$ cat src/rtl/zsdram_wr_arbiter.sv
// zsdram_wr_arbiter: round-robin, non-preemptive sharing of the SDRAM 4-pixel write port.
// Optional build macro ZSDRAM_ARB_TIMEOUT_EN adds a done-timeout with a sticky error flag.
`default_nettype none

module zsdram_wr_arbiter #(
  parameter int NUM_REQ     = 3,
  parameter int ADDR_W      = 24,
  parameter int PIX_W       = 16,
  parameter int TIMEOUT_CYC = 1023
) (
  input  logic                         clk,
  input  logic                         rst_n,
  input  logic [NUM_REQ-1:0]           iReq,
  input  logic [NUM_REQ*ADDR_W-1:0]    iAddr,
  input  logic [NUM_REQ*4*PIX_W-1:0]   iData,
  output logic [NUM_REQ-1:0]           oDone,
  output logic [NUM_REQ-1:0]           oGrant,
  output logic                         oSDRAM_Wr_Req,
  output logic [ADDR_W-1:0]            oSDRAM_Wr_Addr,
  output logic [PIX_W-1:0]             oSDRAM_Wr_Data1,
  output logic [PIX_W-1:0]             oSDRAM_Wr_Data2,
  output logic [PIX_W-1:0]             oSDRAM_Wr_Data3,
  output logic [PIX_W-1:0]             oSDRAM_Wr_Data4,
  input  logic                         iSDRAM_Wr_Done,
  output logic                         oTimeoutErr
);

  localparam int IDX_W   = (NUM_REQ > 1) ? $clog2(NUM_REQ) : 1;
  localparam int BURST_W = 4 * PIX_W;

  localparam logic [1:0] ST_IDLE    = 2'd0;
  localparam logic [1:0] ST_ISSUE   = 2'd1;
  localparam logic [1:0] ST_RELEASE = 2'd2;

  logic [1:0]         state;
  logic [IDX_W-1:0]   ptr;
  logic [IDX_W-1:0]   owner;
  logic [IDX_W-1:0]   pick_idx;
  logic               pick_valid;
  logic [ADDR_W-1:0]  addr_arr [NUM_REQ];
  logic [BURST_W-1:0] data_arr [NUM_REQ];
  logic [ADDR_W-1:0]  pick_addr;
  logic [BURST_W-1:0] pick_data;
  logic [IDX_W-1:0]   next_ptr;

  always_comb begin
    for (int k = 0; k < NUM_REQ; k++) begin
      addr_arr[k] = iAddr[k*ADDR_W +: ADDR_W];
      data_arr[k] = iData[k*BURST_W +: BURST_W];
    end
  end

  // Scan highest offset first so the lowest offset from ptr overwrites and wins.
  always_comb begin : rr_pick
    int cand;
    cand       = 0;
    pick_valid = 1'b0;
    pick_idx   = '0;
    for (int i = NUM_REQ - 1; i >= 0; i--) begin
      cand = (int'(ptr) + i) % NUM_REQ;
      if (iReq[IDX_W'(cand)]) begin
        pick_valid = 1'b1;
        pick_idx   = IDX_W'(cand);
      end
    end
  end

  assign pick_addr = addr_arr[pick_idx];
  assign pick_data = data_arr[pick_idx];
  assign next_ptr  = (owner == IDX_W'(NUM_REQ - 1)) ? '0 : owner + 1'b1;

`ifdef ZSDRAM_ARB_TIMEOUT_EN
  localparam int CNT_W = $clog2(TIMEOUT_CYC + 1);
  logic [CNT_W-1:0] to_cnt;
  logic             timeout_err;
  assign oTimeoutErr = timeout_err;
`else
  logic [31:0] unused_timeout_cfg;
  assign unused_timeout_cfg = 32'(TIMEOUT_CYC);
  assign oTimeoutErr        = 1'b0;
`endif

  always_ff @(posedge clk or negedge rst_n) begin
    if (!rst_n) begin
      state           <= ST_IDLE;
      ptr             <= '0;
      owner           <= '0;
      oDone           <= '0;
      oGrant          <= '0;
      oSDRAM_Wr_Req   <= 1'b0;
      oSDRAM_Wr_Addr  <= '0;
      oSDRAM_Wr_Data1 <= '0;
      oSDRAM_Wr_Data2 <= '0;
      oSDRAM_Wr_Data3 <= '0;
      oSDRAM_Wr_Data4 <= '0;
`ifdef ZSDRAM_ARB_TIMEOUT_EN
      to_cnt          <= '0;
      timeout_err     <= 1'b0;
`endif
    end else begin
      case (state)
        ST_IDLE: begin
          if (pick_valid) begin
            state           <= ST_ISSUE;
            owner           <= pick_idx;
            oGrant          <= NUM_REQ'(1) << pick_idx;
            oSDRAM_Wr_Req   <= 1'b1;
            oSDRAM_Wr_Addr  <= pick_addr;
            oSDRAM_Wr_Data1 <= pick_data[0*PIX_W +: PIX_W];
            oSDRAM_Wr_Data2 <= pick_data[1*PIX_W +: PIX_W];
            oSDRAM_Wr_Data3 <= pick_data[2*PIX_W +: PIX_W];
            oSDRAM_Wr_Data4 <= pick_data[3*PIX_W +: PIX_W];
`ifdef ZSDRAM_ARB_TIMEOUT_EN
            to_cnt          <= '0;
`endif
          end
        end
        ST_ISSUE: begin
          if (iSDRAM_Wr_Done) begin
            oSDRAM_Wr_Req <= 1'b0;
            oDone         <= oGrant;
            ptr           <= next_ptr;
            state         <= ST_RELEASE;
          end
`ifdef ZSDRAM_ARB_TIMEOUT_EN
          // Abandon a write the controller never acknowledges, still handshaking the owner.
          else if (to_cnt == CNT_W'(TIMEOUT_CYC - 1)) begin
            oSDRAM_Wr_Req <= 1'b0;
            oDone         <= oGrant;
            ptr           <= next_ptr;
            timeout_err   <= 1'b1;
            state         <= ST_RELEASE;
          end else begin
            to_cnt <= to_cnt + 1'b1;
          end
`endif
        end
        ST_RELEASE: begin
          oDone  <= '0;
          oGrant <= '0;
          state  <= ST_IDLE;
        end
        default: state <= ST_IDLE;
      endcase
    end
  end

endmodule

`default_nettype wire
$ cat config.mk
export PLATFORM = sky130hd
export DESIGN_NAME = zsdram_wr_arbiter
export DESIGN_NICKNAME = d
export VERILOG_FILES = /design/src/rtl/zsdram_wr_arbiter.sv
export SDC_FILE = /design/constraint.sdc
export NUM_CORES = 1
export LEC_CHECK = 0
export ABC_CLOCK_PERIOD_IN_PS = 2850
export CAP_MARGIN = 40
export CORE_AREA = 5 5 171 214
export CTS_CLUSTER_DIAMETER = 40
export DETAILED_ROUTE_END_ITERATION = 7
export DIE_AREA = 0 0 176 219
export MAX_ROUTING_LAYER = met4
export PLACE_DENSITY = 0.63
export SLEW_MARGIN = 20
export SYNTH_ARGS = -nofsm -noshare
export SYNTH_HDL_FRONTEND = slang
export SYNTH_SLANG_ARGS = --single-unit
$ cat constraint.sdc
create_clock -name clk -period 2.85 [get_ports clk]
set_input_delay 0.57 -clock clk [delete_from_list [all_inputs] [get_ports clk]]
set_output_delay 0.57 -clock clk [all_outputs]
set_load 0.05 [all_outputs]
==> flow_summary.toml, run 1 <==
[floorplanning]
placeableCoreArea_sq_um = 34230
ios = 366
initial_core_util_pct = 24.63
row_count = 76
die_w_microns = 176
design.die.area_sq_um = 38540
die_height_microns = 219

[synth]
synthArstFlopShare_pct = 100.0
ys_seq_area_share_pct = 29.97
avgSynthCellArea_sq_um = 8.308
synth.area.top_cells = "dfrtp_1 30%, o311ai_1 13%, o211a_1 10%"
netlist_area_sq_um = 8433
synth_top_cell_by_area = "dfrtp_1"
ys_types = 42
yosysWarningCount = 0
synth_top_area_share_pct = 29.97
syn_inst = 1015
synth_ff_type = "dfrtp_1"
synth_nets = 1288
ys_ff_latch = 101
synth-edff-count = 0

[timing]
fin_setup_tns_ps = 0
hold-worst-slack_ps = 113.5
setup_viol = 0
fmax_mhz = 385.1
slew_viol_final = 0
min_period_ps = 2597
tightest_slew_ps = 602.7
period_share_pct = 91.11
fin_worst_skew_ps = 8.615
max-slew-margin-rel_pct = 59.70
hold_viol = 0
finalWorstSetupSlack_ps = 253.4
grt_setup_unrepaired = "no"

[global_routing]
grtUsageTotal_pct = 18.55
grt_pass1_vias = 9766
grt_overflow_total = 0
grt_pass1_wl_mm = 55.92
antenna_found_initial = 3
grt_max_degree = 102

[power]
power.total_w = 0.01628
power_density_nw_per_um2 = 1241
leakagePower_nw = 5.413
ir_drop_mv = 0.5690

[worst_setup_path]
crit_chain = "inv_1 -> ha_2 -> nand2_1 -> o22a_4 -> buf_4 -> o211a_1 -> o311ai_0 -> o311ai_0"
cp-end-kind = "register"
cp_common_cell = "o311ai_0"
rrSetupSlack_ps = 250
timing.rr.end = "oSDRAM_Wr_Data2[12]"
critPathSlowestCell = "ha_2"
rr_worst_depth = 8
cp_data_required_time_ps = 3070
start_kind = "register"
startpoint = "ptr[0]"
worst_ep_arrival_time_ps = 2810
path_class = "register to register"
cpPeakStageDelay_ps = 460
crit_fanout = 11
rr_startpoint = "ptr[0]"
crit_path_end = "oSDRAM_Wr_Data2[12]"

[routing]
drt_pass1_iterations = 6
drtIter0Drc = 852
num_vias = 9784
route.detailed.drc = 0
viasPerCell = 5.604
wire_per_inst_microns = 20.60
totalWireLength_mm = 35.96
ant_nets = 0

[clock_network]
cts_tree = "built"
cts_buffer_depth = 2
cts_root_buffer = "clkbuf_16"
cts_buffers = 9
post_cts_buffers = 0
cts_max_level = 3
cts.sinks = 101
cts_resized = 0
postCtsHoldBufs = 0
path_clk_slew_ps = 80
clock_latency_ps = 370

[place]
place_ws_ps = -69.16
place.detailed.hpwl_mm = 25.60
gp_congestion = 0.8358
port_buffers = 364
place_area_sq_um = 12830

[final_layout]
area_growth_pct = 55.59
drive_above_1_share_pct = 6.773
fin_nets = 1582
fillerInstances = 3453
design_area_sq_um = 13120

[outcome]
outcome = "finished, final reports clean"

[min_path]
hp-class = "primary input to async pin"

[run]
cap_viol_max_count = 0
-- cells by family (layout without fill, tap and decap cells) --
logic type	after synthesis	after routing	synth area share (%)
other cells	1	4	0.04447
flops	101	101	29.97
buf+inv	233	532	12.45
mux	4	4	0.5193
fa+ha+maj	3	3	0.4452
compound gates	468	468	45.64
simple gates	205	205	10.93
-- worst min-delay path by stage --
| stage | startpoint | to | slack (ps) | depth (start not counted) |
|---|---|---|---|---|
| 3_3_place_gp | oSDRAM_Wr_Data3[14] | oSDRAM_Wr_Data3[14] | 470 | 2 |
| 3_5_place_dp | oSDRAM_Wr_Data3[14] | oSDRAM_Wr_Data3[14] | 490 | 2 |
| 5_1_grt | rst_n | oSDRAM_Wr_Data3[9] | 110 | 1 |
| 2_1_floorplan | rst_n | oDone[0] | 270 | 0 |
| 6_report | rst_n | oSDRAM_Wr_Data3[9] | 110 | 1 |
| 4_1_cts | rst_n | oSDRAM_Wr_Data3[11] | 100 | 1 |
-- layout make-up --
class,count,area [sq um],share of cell area [%]
inverter,92,345.3,2.632
timing repair buffer,424,4492,34.23
sequential,101,2527,19.26
clock inverter,7,60.06,0.4577
clock buffer,9,225.2,1.716
tap,429,536.8,4.091
antenna,3,7.507,0.05721
multi-input combinational,681,4927,37.55
-- through the flow --
stage / cells / utilization, %
6_report: 1746 / 38.33
4_1_cts: 1743 / 38.30
3_5_place_dp: 1727 / 37.47
5_1_grt: 1746 / 38.33
3_3_place_gp: 1727 / 37.47
2_1_floorplan: 1015 / -
-- state kept, by name, summed over array words and instances, names as in the netlist --
| name | count |
|---|---|
| oDone | 3 |
| oGrant | 3 |
| oSDRAM_Wr_Data2 | 16 |
| state | 2 |
| ptr | 2 |
| oSDRAM_Wr_Data4 | 16 |
| oSDRAM_Wr_Req | 1 |
| oSDRAM_Wr_Data1 | 16 |
| oSDRAM_Wr_Data3 | 16 |
| oSDRAM_Wr_Addr | 24 |
| owner | 2 |
-- layer usage --
layer  global-route usage (%)  vias to the layer above  wire length (microns)
met5                        -                        -                      0
met4                    6.318                        0                   1003
met3                    4.101                       60                   2782
met2                    30.05                      479                  17220
met1                    22.98                     4680                  14950
li1                         -                     4565                      -
-- critical path, delay by kind of cell (launching register included) --
kind / cells / cell delay, ps
buffers and inverters: 2 / 280
flip-flops: 1 / 410
AO/OA/AOI/OAI: 4 / 1180
AND/OR/NAND/NOR: 1 / 120
adder cells (fa/ha/maj): 1 / 460
-- cell usage in the layout, fill, tap and decap left out, drive strengths merged, types with 2 or more instances in the layout --
master / n
clkinv: 2
a21o: 2
buf: 61
diode: 3
dfrtp: 101
a21oi: 3
o211a: 88
clkdlybuf4s50: 363
o22a: 2
mux2i: 4
clkbuf: 9
o311ai: 176
nand2b: 4
nor3: 88
a22o: 3
nand2: 100
clkinvlp: 3
o2bb2ai: 89
nand3b: 3
o21ai: 95
inv: 94
nor2: 4
ha: 3
-- power breakdown --
part,total (W),switching (W),internal (W)
combinational,0.0124,0.00770,0.00467
sequential,0.00262,0.000439,0.00218
clock,0.00129,0.000679,0.000607
total,0.0163,0.00882,0.00746
-- cell usage after synthesis (all sizes together) (3+ instances only) --
master	number
o21ai	95
a22o	3
nand3b	3
inv	92
clkbuf	76
nand2	100
dfrtp	101
o2bb2ai	89
nor3	88
a21oi	3
nor2	4
ha	3
o211a	88
mux2i	4
buf	65
o311ai	176
nand2b	4
No activity file was read; power rests on OpenSTA's default activity.
==> run 2, diff against run 1 <==
--- a/config.mk
+++ b/config.mk
@@ -5,7 +5,7 @@
 export SDC_FILE = /design/constraint.sdc
 export NUM_CORES = 1
 export LEC_CHECK = 0
-export ABC_CLOCK_PERIOD_IN_PS = 2850
+export ABC_CLOCK_PERIOD_IN_PS = 2400
 export CAP_MARGIN = 40
 export CORE_AREA = 5 5 171 214
 export CTS_CLUSTER_DIAMETER = 40
==> constraint.sdc (replaced) <==
create_clock -name clk -period 2.4 [get_ports clk]
set_input_delay 0.48 -clock clk [delete_from_list [all_inputs] [get_ports clk]]
set_output_delay 0.48 -clock clk [all_outputs]
set_load 0.05 [all_outputs]
==> run 2 against run 1 <==
Utilization is 2.6 points higher. Fmax grew 8.6%. Worst setup slack worse by 240 ps. Worst hold slack worse by 62 ps. Critical path depth rose by 1. Wire length grew 8.5%. Register-to-register slack got worse by 240 ps. Via count is 4.1% higher. Sequential share of layout area is 1.2 points lower. Sequential power is 19% higher. Clock power rose by 21%. Critical path type unchanged.
==> flow_summary.toml, run 2 (same netlist as run 1, synthesis figures left out) <==
[timing]
setup_viol = 0
fin_worst_skew_ps = 15.98
fin_setup_tns_ps = 0
tightest_slew_ps = 644.7
slew_viol_final = 0
finalWorstSetupSlack_ps = 8.938
period_share_pct = 99.63
min_period_ps = 2391
hold_viol = 0
fmax_mhz = 418.2
grt_setup_unrepaired = "yes"
max-slew-margin-rel_pct = 56.89

[global_routing]
grt.met1_usage_pct = 22.66
grtUsageTotal_pct = 18.71
grt_use_met2_pct = 31.26
antenna_found_initial = 4
grt_max_degree = 57
use_met3_pct = 3.790
grt_overflow_total = 0
grt_pass1_wl_mm = 56.46
grt_pass1_vias = 9931
top_usage_layer = "met2"

[power]
p_seq_share_pct = 14.5
ir_drop_mv = 0.7044
power_density_nw_per_um2 = 1529
power_switching_w = 0.01145
intPower_w = 0.009972
clkPwrFrac_pct = 7.3
pwr-share-comb_pct = 78.1
power.total_w = 0.02143
switching_share_pct = 53.46
leakagePower_nw = 5.773

[clock_network]
cts.sinks = 101
clock_latency_ps = 380
cts_max_level = 3
path_clk_slew_ps = 90
cts_root_buffer = "clkbuf_16"
cts_tree = "built"
cts_buffers = 9
cts_buffer_depth = 2

[worst_setup_path]
worst_ep_arrival_time_ps = 2620
rr_worst_depth = 9
rr_startpoint = "ptr[0]"
cp_data_required_time_ps = 2630
cp-end-kind = "register"
crit_fanout = 28
rrSetupSlack_ps = 9
path_class = "register to register"
timing.rr.end = "oSDRAM_Wr_Data2[0]"
start_kind = "register"

[routing]
num_vias = 10189
drt_pass1_iterations = 5
route.detailed.drc = 0
drtIter0Drc = 827
totalWireLength_mm = 39.01
viasPerCell = 5.695
ant_nets = 0
wire_per_inst_microns = 21.81

[place]
port_buffers = 364
gp_congestion = 0.8535
place_ws_ps = -457.8
place.detailed.hpwl_mm = 26.41

[final_layout]
area_growth_pct = 66.16
fin_util_pct = 40.93
fillerInstances = 3358
drive_above_1_share_pct = 13.34
layout_commonest_cell = "clkdlybuf4s50_1"
regMostFlops = "oSDRAM_Wr_Addr"
fin_nets = 1625
mostFrequentLayoutCells = "363 x clkdlybuf4s50_1, 128 x o311ai_1, 100 x nand2_1, 100 x dfrtp_1, 90 x inv_1"
largest_reg_flops = 24

[floorplanning]
design.die.area_sq_um = 38540
row_count = 76
initial_core_util_pct = 24.63
die_w_microns = 176
die_height_microns = 219
placeableCoreArea_sq_um = 34230
ios = 366

[outcome]
outcome = "finished, final reports clean"

[run]
cap_viol_max_count = 0

[min_path]
hp-class = "primary input to async pin"
==> run 2: cell types whose count changed in the layout (fill, tap and decap cells not counted), sizes merged <==
cell	change
buf	+36
clkbuf	+7
clkinvlp	-3
inv	+2
clkinv	+1
==> run 2: critical path, cell delays in order, from the launching register on <==
cell	delay (ps)
dfrtp_1	390
buf_4	140
ha_4	180
buf_6	140
buf_4	130
o22a_4	310
clkbuf_16	250
o211a_1	140
o311ai_0	380
o311ai_1	180
==> run 2: timing repair <==
action / CTS / global route
buffers inserted: 4 / 10
pin swaps: 2 / 23
hold buffers: 0 / 0
endpoints found under the setup margin: 90 / 92
cloned: 0 / 7
resized for setup: 20 / 99
==> run 2: final cells by class <==
class / count / area [sq um] / area share, %
clock inverters: 7 / 66.31 / 0.4733
repair buffers: 467 / 4977 / 35.52
multi-input cells: 681 / 5325 / 38.00
inverters: 92 / 345.3 / 2.465
clock buffers: 9 / 225.2 / 1.607
diodes: 3 / 7.507 / 0.05358
well taps: 429 / 536.8 / 3.831
flip-flops and latches: 101 / 2529 / 18.05
==> run 2: power by group through the flow <==
stage | sequential, W | clock (W) | combinational [W]
CTS | 0.00312 | 0.00161 | 0.0150
global route | 0.00323 | 0.00167 | 0.0177
finish | 0.00312 | 0.00156 | 0.0167
global placement | 0.00313 | 0 | 0.0145
detailed placement | 0.00312 | 0 | 0.0148
floorplan | 0.00564 | 0 | 0.00706
==> run 2: per-layer routing <==
layer	routed length [microns]	part of all wire, %
met3	2745	7.0
met1	15830	41
met5	0	0
met2	19450	50
met4	989	2.5
==> run 2: through the flow <==
step,std cells,cell area [sq um],hold WS [ps]
after floorplan,1015,8433,184.4
final,1789,14010,51.20
after detailed placement,1749,12930,472.6
after CTS,1769,13360,55.40
after global routing,1789,14010,70.89
after global placement,1749,12930,469.7
==> run 2: worst max path at each step <==
stage / start / endpoint / slack, ps / cells after the start
6_report: ptr[0] / oSDRAM_Wr_Data2[0] / 9 / 9
5_1_grt: ptr[1] / oSDRAM_Wr_Data2[15] / -80 / 10
4_1_cts: ptr[1] / oSDRAM_Wr_Data4[10] / -20 / 10
3_5_place_dp: iReq[2] / oSDRAM_Wr_Data4[10] / -460 / 8
3_3_place_gp: iReq[2] / oSDRAM_Wr_Data4[10] / -400 / 8
2_1_floorplan: ptr[0] / oSDRAM_Wr_Data3[10] / 160 / 11
==> run 3, diff against run 2 <==
--- a/config.mk
+++ b/config.mk
@@ -7,10 +7,10 @@
 export LEC_CHECK = 0
 export ABC_CLOCK_PERIOD_IN_PS = 2400
 export CAP_MARGIN = 40
-export CORE_AREA = 5 5 171 214
+export CORE_AREA = 8 8 174 217
 export CTS_CLUSTER_DIAMETER = 40
 export DETAILED_ROUTE_END_ITERATION = 7
-export DIE_AREA = 0 0 176 219
+export DIE_AREA = 0 0 182 225
 export MAX_ROUTING_LAYER = met4
 export PLACE_DENSITY = 0.63
 export SLEW_MARGIN = 20
==> run 3 against run 2 <==
The flow now finishes with violations (setup timing). Critical path depth did not move. Flip-flop and latch count did not move. Via count grew 3.2%. Non-clock buffer count rose by 60. Worst setup slack lost 77 ps.
==> flow_summary.toml, run 3 (same netlist as run 1, synthesis figures left out) <==
[routing]
wire_per_inst_microns = 23.43
viasPerCell = 5.680
route.detailed.drc = 0
totalWireLength_mm = 43.40
drtIter0Drc = 813
ant_nets = 0
num_vias = 10519
drt_pass1_iterations = 5

[timing]
tightest_slew_ps = 637.2
finalWorstSetupSlack_ps = -67.86
grt_setup_unrepaired = "yes"
setup_viol = 49
fin_worst_skew_ps = 8.374
min_period_ps = 2468
fmax_mhz = 405.2
period_share_pct = 102.8
max-slew-margin-rel_pct = 57.52
fin_setup_tns_ps = -1699
hold_viol = 0
slew_viol_final = 0

[min_path]
hp-class = "primary input to async pin"

[worst_setup_path]
path_class = "primary input to register"
start_kind = "primary input"
cp_data_required_time_ps = 2640
cp_common_cell = "buf_6"
cpPeakStageDelay_ps = 560
critPathSlowestCell = "clkdlybuf4s50_1"
crit_fanout = 7
worst_ep_arrival_time_ps = 2710
cp-end-kind = "register"
crit_chain = "clkdlybuf4s50_1 -> buf_4 -> and3b_2 -> buf_6 -> o41ai_4 -> buf_6 -> buf_12 -> clkbuf_16 -> o311ai_1"

[global_routing]
antenna_found_initial = 5
grtUsageTotal_pct = 18.22
grt_pass1_vias = 10075
grt_max_degree = 102
grt_pass1_wl_mm = 58.07
grt_overflow_total = 0

[run]
cap_viol_max_count = 0

[outcome]
violations = "setup timing"
outcome = "complete, but fails checks"

[final_layout]
drive_above_1_share_pct = 20.52
fin_nets = 1686
design_area_sq_um = 15320
mostFrequentLayoutCells = "361 x clkdlybuf4s50_1, 101 x dfrtp_1, 96 x buf_4"
regMostFlops = "oSDRAM_Wr_Addr"
area_growth_pct = 81.68
layout_commonest_cell = "clkdlybuf4s50_1"
largest_reg_flops = 24

[clock_network]
cts_max_level = 3
cts.sinks = 101
cts_root_buffer = "clkbuf_16"
cts_buffer_depth = 2
postCtsHoldBufs = 0
cts_buffers = 9
path_clk_slew_ps = 80
cts_tree = "built"
clock_latency_ps = 380

[power]
switching_share_pct = 51.09
power_density_nw_per_um2 = 1621
leakagePower_nw = 6.315
power_switching_w = 0.01269
p_seq_share_pct = 12.5
ir_drop_mv = 0.8847
clkPwrFrac_pct = 7.4
intPower_w = 0.01215
pwr-share-comb_pct = 80.1

[floorplanning]
ios = 366
placeableCoreArea_sq_um = 34230
row_count = 76
design.die.area_sq_um = 40950
die_w_microns = 182
initial_core_util_pct = 24.63
die_height_microns = 225

[place]
place.detailed.hpwl_mm = 27.33
port_buffers = 364
gp_congestion = 0.8297
place_area_sq_um = 13220
run 3: worst max-delay path: cells and delay by family:
kind            cells  cell delay [ps]
buf+inv             6             1470
compound gates      2              530
simple gates        1              210
run 3: power groups by stage:
stage	registers, W	clock network, W	logic [W]
global placement	0.00308	0	0.0152
floorplan	0.00564	0	0.00706
global route	0.00321	0.00196	0.0209
CTS	0.00308	0.00190	0.0161
finish	0.00311	0.00184	0.0199
detailed placement	0.00309	0	0.0155
run 3: path summary, 6_finish.rpt:
path / depth (start not counted) / slack (ps) / startpoint / end
max in group asynchronous: 2 / 1730 / rst_n / oSDRAM_Wr_Addr[16]
min reg2reg: 2 / 480 / oSDRAM_Wr_Req / oSDRAM_Wr_Req
min: 2 / 180 / rst_n / oSDRAM_Wr_Data3[4]
min in group clk: 2 / 480 / oSDRAM_Wr_Req / oSDRAM_Wr_Req
max reg2reg: 10 / -60 / ptr[0] / oSDRAM_Wr_Data3[14]
max: 9 / -70 / iReq[1] / oSDRAM_Wr_Data3[14]
run 3: per-layer routing:
layer | share of wire (%) | GRT usage (%) | up-vias
met5 | 0 | - | -
li1 | - | - | 4801
met2 | 50 | 29.32 | 479
met1 | 40 | 21.49 | 5161
met3 | 7.1 | 4.694 | 78
met4 | 3.1 | 7.391 | 0
run 3: final cells by class:
type / count / area [sq um]
antenna: 5 / 12.51
clock buffer: 9 / 225.2
clock inverter: 7 / 125.1
fill: 3237 / 18910
inverter: 92 / 345.3
multi-input combinational: 682 / 5837
sequential: 101 / 2527
tap: 429 / 536.8
timing repair buffer: 527 / 5712
run 3: metrics by stage:
stage | setup slack [ps] | hold slack (ps) | utilization, % | instances | total power, W
6_report | -67.86 | 177.0 | 44.76 | 1852 | 0.02483
5_1_grt | -155.0 | 221.0 | 44.76 | 1852 | 0.02609
4_1_cts | -64.97 | 195.1 | 40.44 | 1807 | 0.02104
3_5_place_dp | -569.9 | 472.7 | 38.63 | 1785 | 0.01859
3_3_place_gp | -481.4 | 464.9 | 38.63 | 1785 | 0.01832
2_1_floorplan | 159.9 | 184.4 | - | 1015 | 0.01269
run 3: what timing repair did:
action | in CTS | in global routing
pin swaps | 5 | 35
cloned | 1 | 20
setup buffers | 5 | 20
endpoints found under the setup margin | 89 | 90
gates resized for setup | 48 | 163
